===== config.mk =====
export PLATFORM = sky130hd
export DESIGN_NAME = alu_issue_ctrl
export DESIGN_NICKNAME = d
export VERILOG_FILES = /design/src/rtl/alu_issue_ctrl.sv
export SDC_FILE = /design/constraint.sdc
export NUM_CORES = 1
export LEC_CHECK = 0
export CELL_PAD_IN_SITES_DETAIL_PLACEMENT = 0
export CELL_PAD_IN_SITES_GLOBAL_PLACEMENT = 1
export CORE_MARGIN = 2
export CORE_UTILIZATION = 30
export DETAILED_ROUTE_END_ITERATION = 10
export GPL_TIMING_DRIVEN = 0
export PLACE_DENSITY_LB_ADDON = 0.3
export SYNTH_ARGS = -nofsm -noshare
export SYNTH_HDL_FRONTEND = slang
export SYNTH_SLANG_ARGS = --single-unit

===== constraint.sdc =====
create_clock -name clk -period 2.4 [get_ports clk]
set_input_delay 0.48 -clock clk [delete_from_list [all_inputs] [get_ports clk]]
set_output_delay 0.48 -clock clk [all_outputs]
set_load 0.02 [all_outputs]

===== src/rtl/alu_issue_ctrl.sv =====
// Issue sequencer for the 8-bit combinational ALU: accepts instructions, drives
// operands from a 4x8 register file, waits ALU_WAIT cycles, then writes back.
module alu_issue_ctrl #(
    parameter int unsigned ALU_WAIT = 1
) (
    input  logic        clk,
    input  logic        rst,
    input  logic        instr_valid,
    output logic        instr_ready,
    input  logic [15:0] instr,
    output logic [7:0]  alu_op,
    output logic [7:0]  alu_a,
    output logic [7:0]  alu_b,
    input  logic [7:0]  alu_result,
    input  logic        alu_cb,
    input  logic [7:0]  alu_ext,
    output logic        done,
    output logic        cb_flag,
    output logic [7:0]  ext_reg,
    input  logic        host_wr_en,
    input  logic [1:0]  host_wr_addr,
    input  logic [7:0]  host_wr_data,
    input  logic [1:0]  host_rd_addr,
    output logic [7:0]  host_rd_data
);

    typedef enum logic [1:0] {
        IDLE,
        ISSUE,
        WB
    } state_t;

    state_t      state;
    state_t      state_next;
    logic [7:0]  regs [4];
    logic [3:0]  counter;
    logic [1:0]  rd_pend;
    logic [7:0]  res_hold;
    logic [7:0]  ext_hold;
    logic        cb_hold;
    logic        wr_reg;
    logic        wr_cb;
    logic        wr_ext;
    logic        instr_unused;

    assign instr_unused = ^instr[1:0];
    assign instr_ready  = (state == IDLE);
    assign done         = (state == WB);
    assign host_rd_data = regs[host_rd_addr];

    always_ff @(posedge clk) begin
        if (rst) begin
            state <= IDLE;
        end else begin
            state <= state_next;
        end
    end

    always_comb begin
        state_next = state;
        case (state)
            IDLE:    if (instr_valid) state_next = ISSUE;
            ISSUE:   if (counter == '0) state_next = WB;
            WB:      state_next = IDLE;
            default: state_next = IDLE;
        endcase
    end

    // Writeback class of the held opcode: which architectural state it updates.
    always_comb begin
        wr_reg = 1'b0;
        wr_cb  = 1'b0;
        wr_ext = 1'b0;
        casez (alu_op)
            8'b0001????, 8'b0010????, 8'b0000011?: begin
                wr_reg = 1'b1;
                wr_cb  = 1'b1;
            end
            8'b0011????: begin
                wr_reg = 1'b1;
                wr_ext = 1'b1;
            end
            8'b0111????: wr_cb = 1'b1;
            8'b00000001, 8'b00000010, 8'b00000011, 8'b00000100, 8'b00000101,
            8'b0101????, 8'b0110????: wr_reg = 1'b1;
            default: ;
        endcase
    end

    // The WB register write follows the host write so it wins on an address clash.
    always_ff @(posedge clk) begin
        if (rst) begin
            alu_op   <= '0;
            alu_a    <= '0;
            alu_b    <= '0;
            counter  <= '0;
            rd_pend  <= '0;
            res_hold <= '0;
            ext_hold <= '0;
            cb_hold  <= 1'b0;
            cb_flag  <= 1'b0;
            ext_reg  <= '0;
            for (int unsigned i = 0; i < 4; i++) begin
                regs[i] <= '0;
            end
        end else begin
            if (host_wr_en) begin
                regs[host_wr_addr] <= host_wr_data;
            end
            case (state)
                IDLE: begin
                    if (instr_valid) begin
                        alu_op  <= instr[15:8];
                        rd_pend <= instr[7:6];
                        alu_a   <= regs[instr[5:4]];
                        alu_b   <= regs[instr[3:2]];
                        counter <= 4'(ALU_WAIT - 1);
                    end
                end
                ISSUE: begin
                    if (counter == '0) begin
                        res_hold <= alu_result;
                        cb_hold  <= alu_cb;
                        ext_hold <= alu_ext;
                    end else begin
                        counter <= counter - 4'd1;
                    end
                end
                WB: begin
                    if (wr_reg) regs[rd_pend] <= res_hold;
                    if (wr_cb)  cb_flag <= cb_hold;
                    if (wr_ext) ext_reg <= ext_hold;
                end
                default: ;
            endcase
        end
    end

endmodule

# Word level (Yosys, flattened, before mapping)
# Memories as Yosys holds them, arrays and structs flattened. A register that Yosys moved wholly into a read port is not among the register bits.
# Index checks and enable logic that the tools add are counted.
totals:
  output_inout_bits: 43
  reg_bits: 42
  in_bits: 49
  wordCells: 65
  mem_bits_rw: 32
  n_memories: 1
op_classes:
  reduce_logical: 13
  eq_ne: 17
  n_addsub: 1
  muxes: 24
memory_table:
  columns: ["memory", "depth", "word_bits", "read_ports", "rd_clocked_by_memory_dff", "wr", "line_no", "text"]
  rows:
  - ["regs", 4, 8, 3, 2, 4, "35", "logic [7:0] regs [4];"]
op_table:
  columns: ["op", "n"]
  rows:
  - ["$eq 8x2->1 const B", 2]
  - ["$eq 8x3->1 const B", 2]
  - ["$mux 8", 2]
  - ["$reduce_or 8->1", 2]
  - ["$mux 1", 14]
  - ["$eq 4x3->1 const B", 3]
  - ["$reduce_or 11->1", 1]
  - ["$reduce_and 2->1", 5]
  - ["$eq 4x2->1 const B", 2]
  - ["$eq 8x1->1 const B", 1]
  - ["$mux 2", 4]
  - ["$mux 4", 2]
  - ["$pmux 4 s2", 1]
  - ["$eq 7x2->1 const B", 1]
  - ["$ne 2x2->1 const B", 3]
  - ["$eq 4x1->1 const B", 1]
  - ["$logic_not 4->1", 1]
  - ["$pmux 2 s2", 1]
  - ["$reduce_or 4->1", 1]
  - ["$sub 4x1->4 const B", 1]
  - ["$reduce_and 3->1", 1]
  - ["$eq 2x1->1 const B", 1]
  - ["$eq 2x2->1 const B", 1]
  - ["$logic_not 2->1", 1]
  - ["$reduce_bool 2->1", 1]

# Logic depth before layout (Yosys ltp)
# Gate-level depths: netlist (run 1).
logic_depth:
  depth_word: 9
  mapped_depth: 8
  mapped_depth_nobuf: 6

# Worst setup path before layout (run 1)
# OpenSTA, ideal clock, no wires.
synth_timing:
  kind: "input to output"
  start: "input host_rd_addr[0]"
  end: "output host_rd_data[0]"
  path_stages: 2
  t_required_ns: 1.920
  arrival_ns: 1.535
  path_buffers: 1
  setup_slack_ns: 0.385
  path_cell_list: "clkbuf_1 > mux4_2"
synth_between:
  elab_chain_cells: 1
synth_rtl:
  columns: ["item", "line_no", "text"]
  rows:
  - ["start, declared", "23", "input logic [1:0] host_rd_addr,"]
  - ["$mem_v2 4x8", null, null]
  - ["end, declared", "24", "output logic [7:0] host_rd_data"]
# Every way passes these cells.

==> impl_metrics.yaml, run 1 <==
outcome:
  status: "complete, no violations"
route:
  detail-route-antenna-nets: 0
  drt-met1-wl_um: 5471
  highest_layer: "met5"
  wl_met3_um: 628
  drt-pass1-iter-count: 4
  wl_per_cell_um: 17.53
  via_per_inst: 4.813
  routed-wl-met2_um: 6059
  remaining_drc_errors: 0
  via_count: 3393
  drtIter0Drc: 207
  drt-total-wl_um: 12360
yosys:
  synth-async-reset-ratio_pct: 0
  synth_most_common_cell: "nand2_1"
  synth_area_um2: 4449
  synth_edf_count: 32
  ys.flop_type: "dfxtp_1"
  synth_seq_area_share_pct: 47.69
  ys_warn_count: 0
  synth_fp_nets: 473
  synthCells: 423
  ys_ff_latch: 90
  synth_top_cell_by_area: "dfxtp_1"
  synth_common_cells: "nand2_1, dfxtp_1, a21oi_1"
  synth.avg_cell_area_um2: 10.52
  synth_area_leaders: "dfxtp_1, edfxtp_1, mux4_2, nand2_1, a21oi_1"
  netlist.area_leader.share_pct: 26.10
  ys_types: 39
floorplan:
  core_um2: 14530
  die-height_um: 125.8
  dieArea_um2: 15820
  start_util_pct: 30.61
  row_count: 44
  io_pins: 92
  die_x_um: 125.8
worst_setup_path:
  critPathLaunchType: "primary input"
  crit_cells: 5
  cp_cell_sequence: "clkdlybuf4s50_1 -> inv_1 -> or2_2 -> clkbuf_1 -> nand3b_1"
  critPathTopFamily: "buffers and inverters"
  critPathCaptureType: "register"
  crit_buf_inv: 3
  worstPathMaxFanout: 9
  cp.arrival_ps: 2270
  crit_type: "primary input to register"
  slowest_stage: "nand3b_1"
  slowest_delay_ps: 480
  r2r_cells: 5
  cp_data_required_time_ps: 2330
cells_and_area:
  diodes: 0
  drive_gt1_share_pct: 16.12
  syn_to_final_growth_pct: 30.17
  largest_register: "regs"
  largest_register_ffs: 32
  fillerInstances: 1451
  final_nets: 566
  fin_area_um2: 5792
sta:
  fin_setup_tns_ps: 0
  max_freq_ghz: 0.4285
  slew-limit-headroom_pct: 46.42
  finalHoldViolCount: 0
  period_share_pct: 97.24
  rsz0062_at_grt: "no"
  worst_clock_skew_ps: 7.990
  worst_slew_pin_slew_ps: 803.7
  setup_viol: 0
  min_period_ps: 2334
  drv_slew: 0
grt:
  grtUsageTotal_pct: 15.98
  grt_start_max_net_pins: 15
  grt_pass1_wl_um: 19360
  grt-ovfl-total: 0
  grt_pass1_vias: 3432
  antenna_found_initial: 1
power:
  internal-power_w: 0.002678
  pwr_density_cell_nw_per_um2: 620.0
  pwr-share-seq_pct: 48.0
  clockPowerShare_pct: 36.8
  leakagePower_nw: 2.051
  comb_power_share_pct: 15.3
  ir_drop_uv: 336.8
  swShare_pct: 25.42
  p_sw_w: 0.0009127
min_path:
  holdPathStages: 2
  hp-class: "register to register"
cts:
  clkSlewWorstSetupHoldPaths_ps: 60
  insertion_delay_ps: 330
  numCtsBuffers: 9
  post-cts-setup-buffers: 0
  cts_root_buffer: "clkbuf_16"
  cts_htree_levels: 3
  clk_path_buf_depth: 2
  cts_tree: "built"
  cts.sinks: 90
flow_run:
  drv_cap: 0
place:
  numPortBuffers: 82
  gp_congestion: 0.7788
  place.detailed.hpwl_um: 8999
  post_dp_cell_area_um2: 5500
==> through the flow <==
| step | hold WS (ps) | instances | power [W] | worst slack (ps) | util, % |
|---|---|---|---|---|---|
| after global placement | 443.6 | 689 | 0.002299 | -378.7 | 37.84 |
| after detailed placement | 447.4 | 689 | 0.002310 | -388.6 | 37.84 |
| after floorplan | 436.0 | 423 | 0.002049 | 384.6 | - |
| final | 453.7 | 705 | 0.003591 | 66.25 | 39.85 |
| after CTS | 455.3 | 705 | 0.003631 | 29.97 | 39.82 |
| after global routing | 472.6 | 705 | 0.003736 | 13.87 | 39.85 |
==> logic make-up after synthesis <==
logic type                 count (synthesis)  synth area share [%]
DFF                                       90                 47.69
AOI/OAI and AO/OA                         51                 6.131
buffers and inverters                     34                 3.093
adders and majority gates                  1                0.2812
muxes                                     66                 22.78
and+or+nand+nor                          179                 19.63
xor gates and xnor gates                   2                0.3938
==> layout by cell type (no fill, tap or decap), types with 2 or more instances in the layout <==
cell,instances
clkinv_2,2
buf_1,2
mux2_2,20
nand2b_1,11
clkbuf_16,9
nand3_1,4
clkbuf_8,2
nand3b_1,3
buf_2,3
or2_2,2
mux2_1,6
xor2_1,2
mux2_4,4
edfxtp_1,32
nor2_1,39
nand3_4,2
nor4b_4,2
clkbuf_1,22
nor2b_1,4
o21ai_2,2
mux4_2,24
dfxtp_1,58
nor3_1,7
a21oi_1,45
and2_1,2
nand3_2,2
inv_1,6
or3b_1,2
nand2_1,92
clkdlybuf4s50_1,81
mux2i_1,12
==> layer usage <==
metal / vias up / global-route usage, %
li1: 1678 / -
met1: 1611 / 20.74
met2: 90 / 26.42
met3: 12 / 3.526
met4: 2 / 5.624
met5: - / 0
==> path summary, 6_finish.rpt <==
check	from	endpoint	slack (ps)
setup reg to reg	state[1]	regs[2][1]	140
setup / recovery	host_wr_en	regs[2][1]	70
hold / removal	cb_hold	cb_hold	450
hold reg to reg	cb_hold	cb_hold	450
==> worst register-to-register path: cells and delay by family (launching register included) <==
family                 cells  cell delay [ps]
DFF                        1              390
and+or+nand+nor            4             1360
buffers and inverters      1              160
==> power groups by stage <==
stage | Combinational (W) | Clock [W] | Sequential, W
finish | 0.000548 | 0.00132 | 0.00172
global route | 0.000595 | 0.00141 | 0.00173
CTS | 0.000557 | 0.00135 | 0.00172
detailed placement | 0.000553 | 0 | 0.00176
global placement | 0.000549 | 0 | 0.00175
floorplan | 0.000282 | 0 | 0.00177
==> cell type report <==
class                           count  area, µm²  share of cell area (%)
Inverter                            6      22.52                  0.3889
Multi-Input combinational cell    299       2192                   37.85
Clock buffer                       12      256.5                   4.429
Buffer                             28      120.1                   2.074
Sequential cell                    90       2122                   36.64
Timing Repair Buffer               82      823.3                   14.21
Clock inverter                      4      25.02                  0.4321
Tap cell                          184      230.2                   3.975
==> timing repair <==
action	4_1_cts	5_1_grt
hold buffers	0	0
pin swaps	0	1
setup endpoints to repair	8	17
hold endpoints to repair	0	0
gates resized for setup	3	2
(Power assumes the default switching activity.)
==> run 2: changes to the inputs <==
Settings changed: CORE_UTILIZATION 30 to 35, SETUP_SLACK_MARGIN from default to 0.2, SKIP_LAST_GASP from default to 1.
==> impl_metrics.yaml, run 2 (synthesized netlist as in run 1, its figures left out) <==
sta:
  rsz0062_at_grt: "no"
  setup_viol: 0
  finalHoldViolCount: 0
  drv_slew: 0
  max_freq_ghz: 0.4743
  worst_slew_pin_slew_ps: 710.2
  slew-limit-headroom_pct: 52.65
  worst_clock_skew_ps: 7.910
  hold_ws_ps: 453.8
  period_share_pct: 87.86
  min_period_ps: 2109
floorplan:
  die-height_um: 116.8
  die_x_um: 116.8
  row_count: 41
  io_pins: 92
  start_util_pct: 35.55
  dieArea_um2: 13630
  core_um2: 12520
flow_run:
  drv_cap: 0
cts:
  numCtsBuffers: 9
  insertion_delay_ps: 340
  cts_root_buffer: "clkbuf_16"
  cts.sinks: 90
  cts_htree_levels: 3
  hold_buffers: 0
  clkSlewWorstSetupHoldPaths_ps: 60
  clk_path_buf_depth: 2
  cts_tree: "built"
worst_setup_path:
  startpoint: "state[1]"
  cp.arrival_ps: 2190
  r2r_cells: 5
  critPathLaunchType: "register"
  worstPathMaxFanout: 9
  worst-r2r-setup-slack_ps: 290
  r2r_start: "state[1]"
  crit_type: "register to register"
  cp_data_required_time_ps: 2480
  critPathCaptureType: "register"
  rr_endpoint: "regs[3][3]"
place:
  place.detailed.hpwl_um: 8483
  numPortBuffers: 82
  gp_congestion: 0.7415
min_path:
  holdPathStages: 2
  hold_end: "alu_a[5]"
  hp-class: "register to register"
  hp-start: "alu_a[5]"
grt:
  grtUsageTotal_pct: 16.90
  grtUsageMet3_pct: 4.359
  grt_pass1_vias: 3274
  grt_start_max_net_pins: 16
  met2_usage_pct: 26.51
  grt-ovfl-total: 0
  grt_busiest_layer: "met2"
  grt_pass1_wl_um: 17290
  grt_use_met1_pct: 23.04
  antenna_found_initial: 0
route:
  via_count: 3379
  drtIter0Drc: 191
  wl_per_cell_um: 16.23
  via_per_inst: 4.848
  remaining_drc_errors: 0
  drt-pass1-iter-count: 4
  drt-total-wl_um: 11310
  detail-route-antenna-nets: 0
power:
  pwr_density_cell_nw_per_um2: 609.4
  leakagePower_nw: 2.085
  p_sw_w: 0.0009212
  swShare_pct: 26.05
  internal-power_w: 0.002614
  comb_power_share_pct: 15.0
  finalPower_w: 0.003536
  pwr-share-seq_pct: 48.8
  ir_drop_uv: 362.2
  clockPowerShare_pct: 36.2
cells_and_area:
  diodes: 0
  syn_to_final_growth_pct: 30.40
  largest_register: "regs"
  fillerInstances: 1225
  largest_register_ffs: 32
  mostFrequentLayoutCells: "nand2_1, clkdlybuf4s50_1, dfxtp_1, a21oi_1, nor2_1"
  final_common_cell: "nand2_1"
  final_nets: 570
  drive_gt1_share_pct: 16.57
outcome:
  status: "complete, no violations"
[run 2: worst max-delay path by stage]
| stage | end |
|---|---|
| CTS | host_rd_data[1] |
| finish | regs[3][3] |
| detailed placement | host_rd_data[1] |
| floorplan | host_rd_data[0] |
| global placement | host_rd_data[7] |
| global route | res_hold[3] |
[run 2: cell type report]
| class | instances | area (µm²) | share of cell area (%) |
|---|---|---|---|
| buffer | 28 | 121.4 | 2.092 |
| clock buffer | 10 | 229.0 | 3.947 |
| clock inverter | 6 | 35.03 | 0.6038 |
| inverter | 6 | 22.52 | 0.3882 |
| multi-input combinational | 299 | 2200 | 37.91 |
| sequential | 90 | 2122 | 36.58 |
| tap | 172 | 215.2 | 3.709 |
| timing repair buffer | 86 | 857.1 | 14.77 |
[run 2: worst max-delay path: stages (launching register included)]
cell and delay, ps:
dfxtp_1 400, or3b_1 380, buf_6 160, nor3_2 170
nand3_2 310, mux2_1 440
[run 2: metrics by stage]
step                      instances  cell area [µm²]  setup WS, ps  setup TNS [ps]  util [%]
final                           697             5802         291.5               0     46.35
after CTS                       694             5756         81.56               0     45.98
after floorplan                 423             4449         384.6               0         -
after detailed placement        677             5485        -300.8           -3755     43.82
after global routing            697             5802         221.5               0     46.35
after global placement          677             5485        -238.5           -3510     43.82
[run 2: layer usage]
layer  vias up  share of wire, %
li1       1680                 -
met1      1589                47
met2       100                46
met3        10               6.2
met4         0               1.1
met5         -                 0
[run 2: power by group through the flow]
stage / registers [W] / logic (W) / clock network, W
floorplan: 0.00177 / 0.000282 / 0
global placement: 0.00175 / 0.000526 / 0
detailed placement: 0.00176 / 0.000534 / 0
CTS: 0.00172 / 0.000530 / 0.00131
global route: 0.00173 / 0.000576 / 0.00137
finish: 0.00173 / 0.000532 / 0.00128
[run 2: what timing repair did]
| item | CTS | global route |
|---|---|---|
| cloned | 0 | 0 |
| gates resized for setup | 11 | 4 |
| endpoints found under the setup margin | 24 | 34 |
| buffers inserted | 1 | 3 |
| pin swaps | 1 | 2 |
==> run 3: changes to the inputs <==
Settings changed: ABC_AREA from default to 1.
==> impl_metrics.yaml, run 3 <==
power:
  clockPowerShare_pct: 34.5
  pwr_density_cell_nw_per_um2: 676.3
  p_sw_w: 0.001253
  internal-power_w: 0.002880
  leakagePower_nw: 2.731
  comb_power_share_pct: 21.5
  swShare_pct: 30.32
  ir_drop_uv: 294.8
  pwr-share-seq_pct: 44.0
cells_and_area:
  largest_register: "regs"
  final_nets: 801
  fin_area_um2: 6112
  drive_gt1_share_pct: 9.921
  fin_cells: 932
  diodes: 0
  mostFrequentLayoutCells: "nor2_1, nand2_1, clkdlybuf4s50_1, inv_1, o21ai_0"
  syn_to_final_growth_pct: 29.44
  final_common_cell: "nor2_1"
  largest_register_ffs: 32
yosys:
  synth_seq_area_share_pct: 44.94
  ys.flop_type: "dfxtp_1"
  synth_top_cell_by_area: "dfxtp_1"
  synth_area_leaders: "dfxtp_1, edfxtp_1, nor2_1, nand2_1, o21ai_0"
  ys_ff_latch: 90
  synth_most_common_cell: "nor2_1"
  synth_edf_count: 32
  synth_fp_nets: 702
  ys_warn_count: 0
  ys_types: 25
  synth.avg_cell_area_um2: 7.242
  synth_area_um2: 4722
  netlist.area_leader.share_pct: 24.59
  synthCells: 652
  synth-async-reset-ratio_pct: 0
  synth_common_cells: "nor2_1, nand2_1, inv_1"
cts:
  clkSlewWorstSetupHoldPaths_ps: 60
  cts.sinks: 90
  cts_htree_levels: 3
  numCtsBuffers: 9
  clk_path_buf_depth: 2
  cts_root_buffer: "clkbuf_16"
  cts_tree: "built"
  insertion_delay_ps: 340
  hold_buffers: 0
outcome:
  status: "complete, no violations"
floorplan:
  row_count: 42
  dieArea_um2: 14440
  core_um2: 13190
  io_pins: 92
  die_x_um: 120.2
  die-height_um: 120.2
  start_util_pct: 35.80
worst_setup_path:
  crit_type: "primary input to register"
  startpoint: "rst"
  cp_data_required_time_ps: 2390
  critPathCapture: "regs[2][1]"
  slowest_delay_ps: 530
  cp.arrival_ps: 2160
  worst-r2r-setup-slack_ps: 460
  critPathLaunchType: "primary input"
  critPathCaptureType: "register"
  r2r_cells: 6
  cp_cell_sequence: "clkdlybuf4s50_1 -> inv_2 -> nand4_1 -> nand3_1"
  slowest_stage: "nand3_1"
  rr_endpoint: "regs[3][4]"
  worstPathMaxFanout: 9
  r2r_start: "alu_op[4]"
min_path:
  hp-class: "register to register"
grt:
  grt-ovfl-total: 0
  antenna_found_initial: 0
  grt_pass1_vias: 4300
  grtUsageTotal_pct: 19.60
  grt_start_max_net_pins: 15
  grt_pass1_wl_um: 22400
sta:
  period_share_pct: 90.73
  setup_viol: 0
  rsz0062_at_grt: "yes"
  max_freq_ghz: 0.4592
  finalHoldViolCount: 0
  worst_clock_skew_ps: 7.612
  min_period_ps: 2177
  worst_slew_pin_slew_ps: 525.0
  slew-limit-headroom_pct: 65.00
  drv_slew: 0
place:
  numPortBuffers: 86
  gp_congestion: 0.9011
  post_dp_cell_area_um2: 5803
  dp.cells: 914
  place.detailed.hpwl_um: 10730
route:
  drt-total-wl_um: 13770
  remaining_drc_errors: 0
  drt-pass1-iter-count: 5
  via_per_inst: 4.940
  detail-route-antenna-nets: 0
  wl_per_cell_um: 14.77
  via_count: 4604
  drtIter0Drc: 354
flow_run:
  drv_cap: 0
-- run 3: changes by cell type in the layout (fill, tap and decap cells not counted), sizes merged, moves of 17 or more --
cell,change
nor2,+101
inv,+59
o21ai,+56
nand2,+37
nand4,+37
mux2,-30
mux4,-24
buf,+19
nand3,+17
-- run 3: worst min-delay path by stage --
stage          cells after the start          to  startpoint
2_1_floorplan                      1  counter[0]  counter[0]
3_3_place_gp                       1  counter[0]  counter[0]
3_5_place_dp                       1  counter[0]  counter[0]
4_1_cts                            1  counter[0]  counter[0]
5_1_grt                            1  counter[0]  counter[0]
6_report                           1  counter[0]  counter[0]
-- run 3: cell type report --
cell class	instances	area, µm²
Sequential cell	90	2122
Clock inverter	3	17.52
Tap cell	176	220.2
Fill cell	1330	7078
Clock buffer	13	281.5
Buffer	33	188.9
Timing Repair Buffer	88	847.1
Inverter	64	240.2
Multi-Input combinational cell	465	2195
-- run 3: routing by layer --
metal,track usage [%],vias up,routed length (µm)
met4,6.912,0,239
met1,27.49,2092,6689
li1,-,2358,-
met5,0,-,0
met2,30.68,136,6251
met3,2.947,18,587
-- run 3: worst max-delay path, delay by kind of cell --
kind	cells	cell delay, ps
and+or+nand+nor	2	960
buffers and inverters	2	720
-- run 3: repair_timing --
action	4_1_cts	5_1_grt
pin swaps	2	0
resized for setup	33	8
setup buffers	0	2
setup endpoints to repair	8	31
gates cloned	0	0
-- run 3: cells by family (layout without fill, tap and decap cells) --
kind of cell,Yosys count,in the layout,share of synthesized area [%]
buffers and inverters,97,201,8.823
flip-flops,90,90,44.94
AND/OR/NAND/NOR,334,334,31.35
AO/OA/AOI/OAI,130,130,14.63
adder cells (fa/ha/maj),1,1,0.2649
-- run 3: power by group through the flow --
stage | logic, W | clock network [W] | registers [W]
2_1_floorplan | 0.000489 | 0 | 0.00188
3_3_place_gp | 0.000880 | 0 | 0.00185
3_5_place_dp | 0.000889 | 0 | 0.00185
4_1_cts | 0.000889 | 0.00146 | 0.00182
5_1_grt | 0.000980 | 0.00153 | 0.00184
6_report | 0.000887 | 0.00143 | 0.00182
-- run 3: metrics by stage --
stage                     util, %  setup slack [ps]  hold slack (ps)  power [W]  setup TNS [ps]
after floorplan                 -             513.3            426.1   0.002368               0
after global placement      44.00            -446.2            443.1   0.002727           -4461
after detailed placement    44.00            -438.1            453.6   0.002742           -6610
after CTS                   46.33             167.9            465.2   0.004164               0
after global routing        46.34             108.2            489.7   0.004344               0
final                       46.34             222.5            466.5   0.004133               0
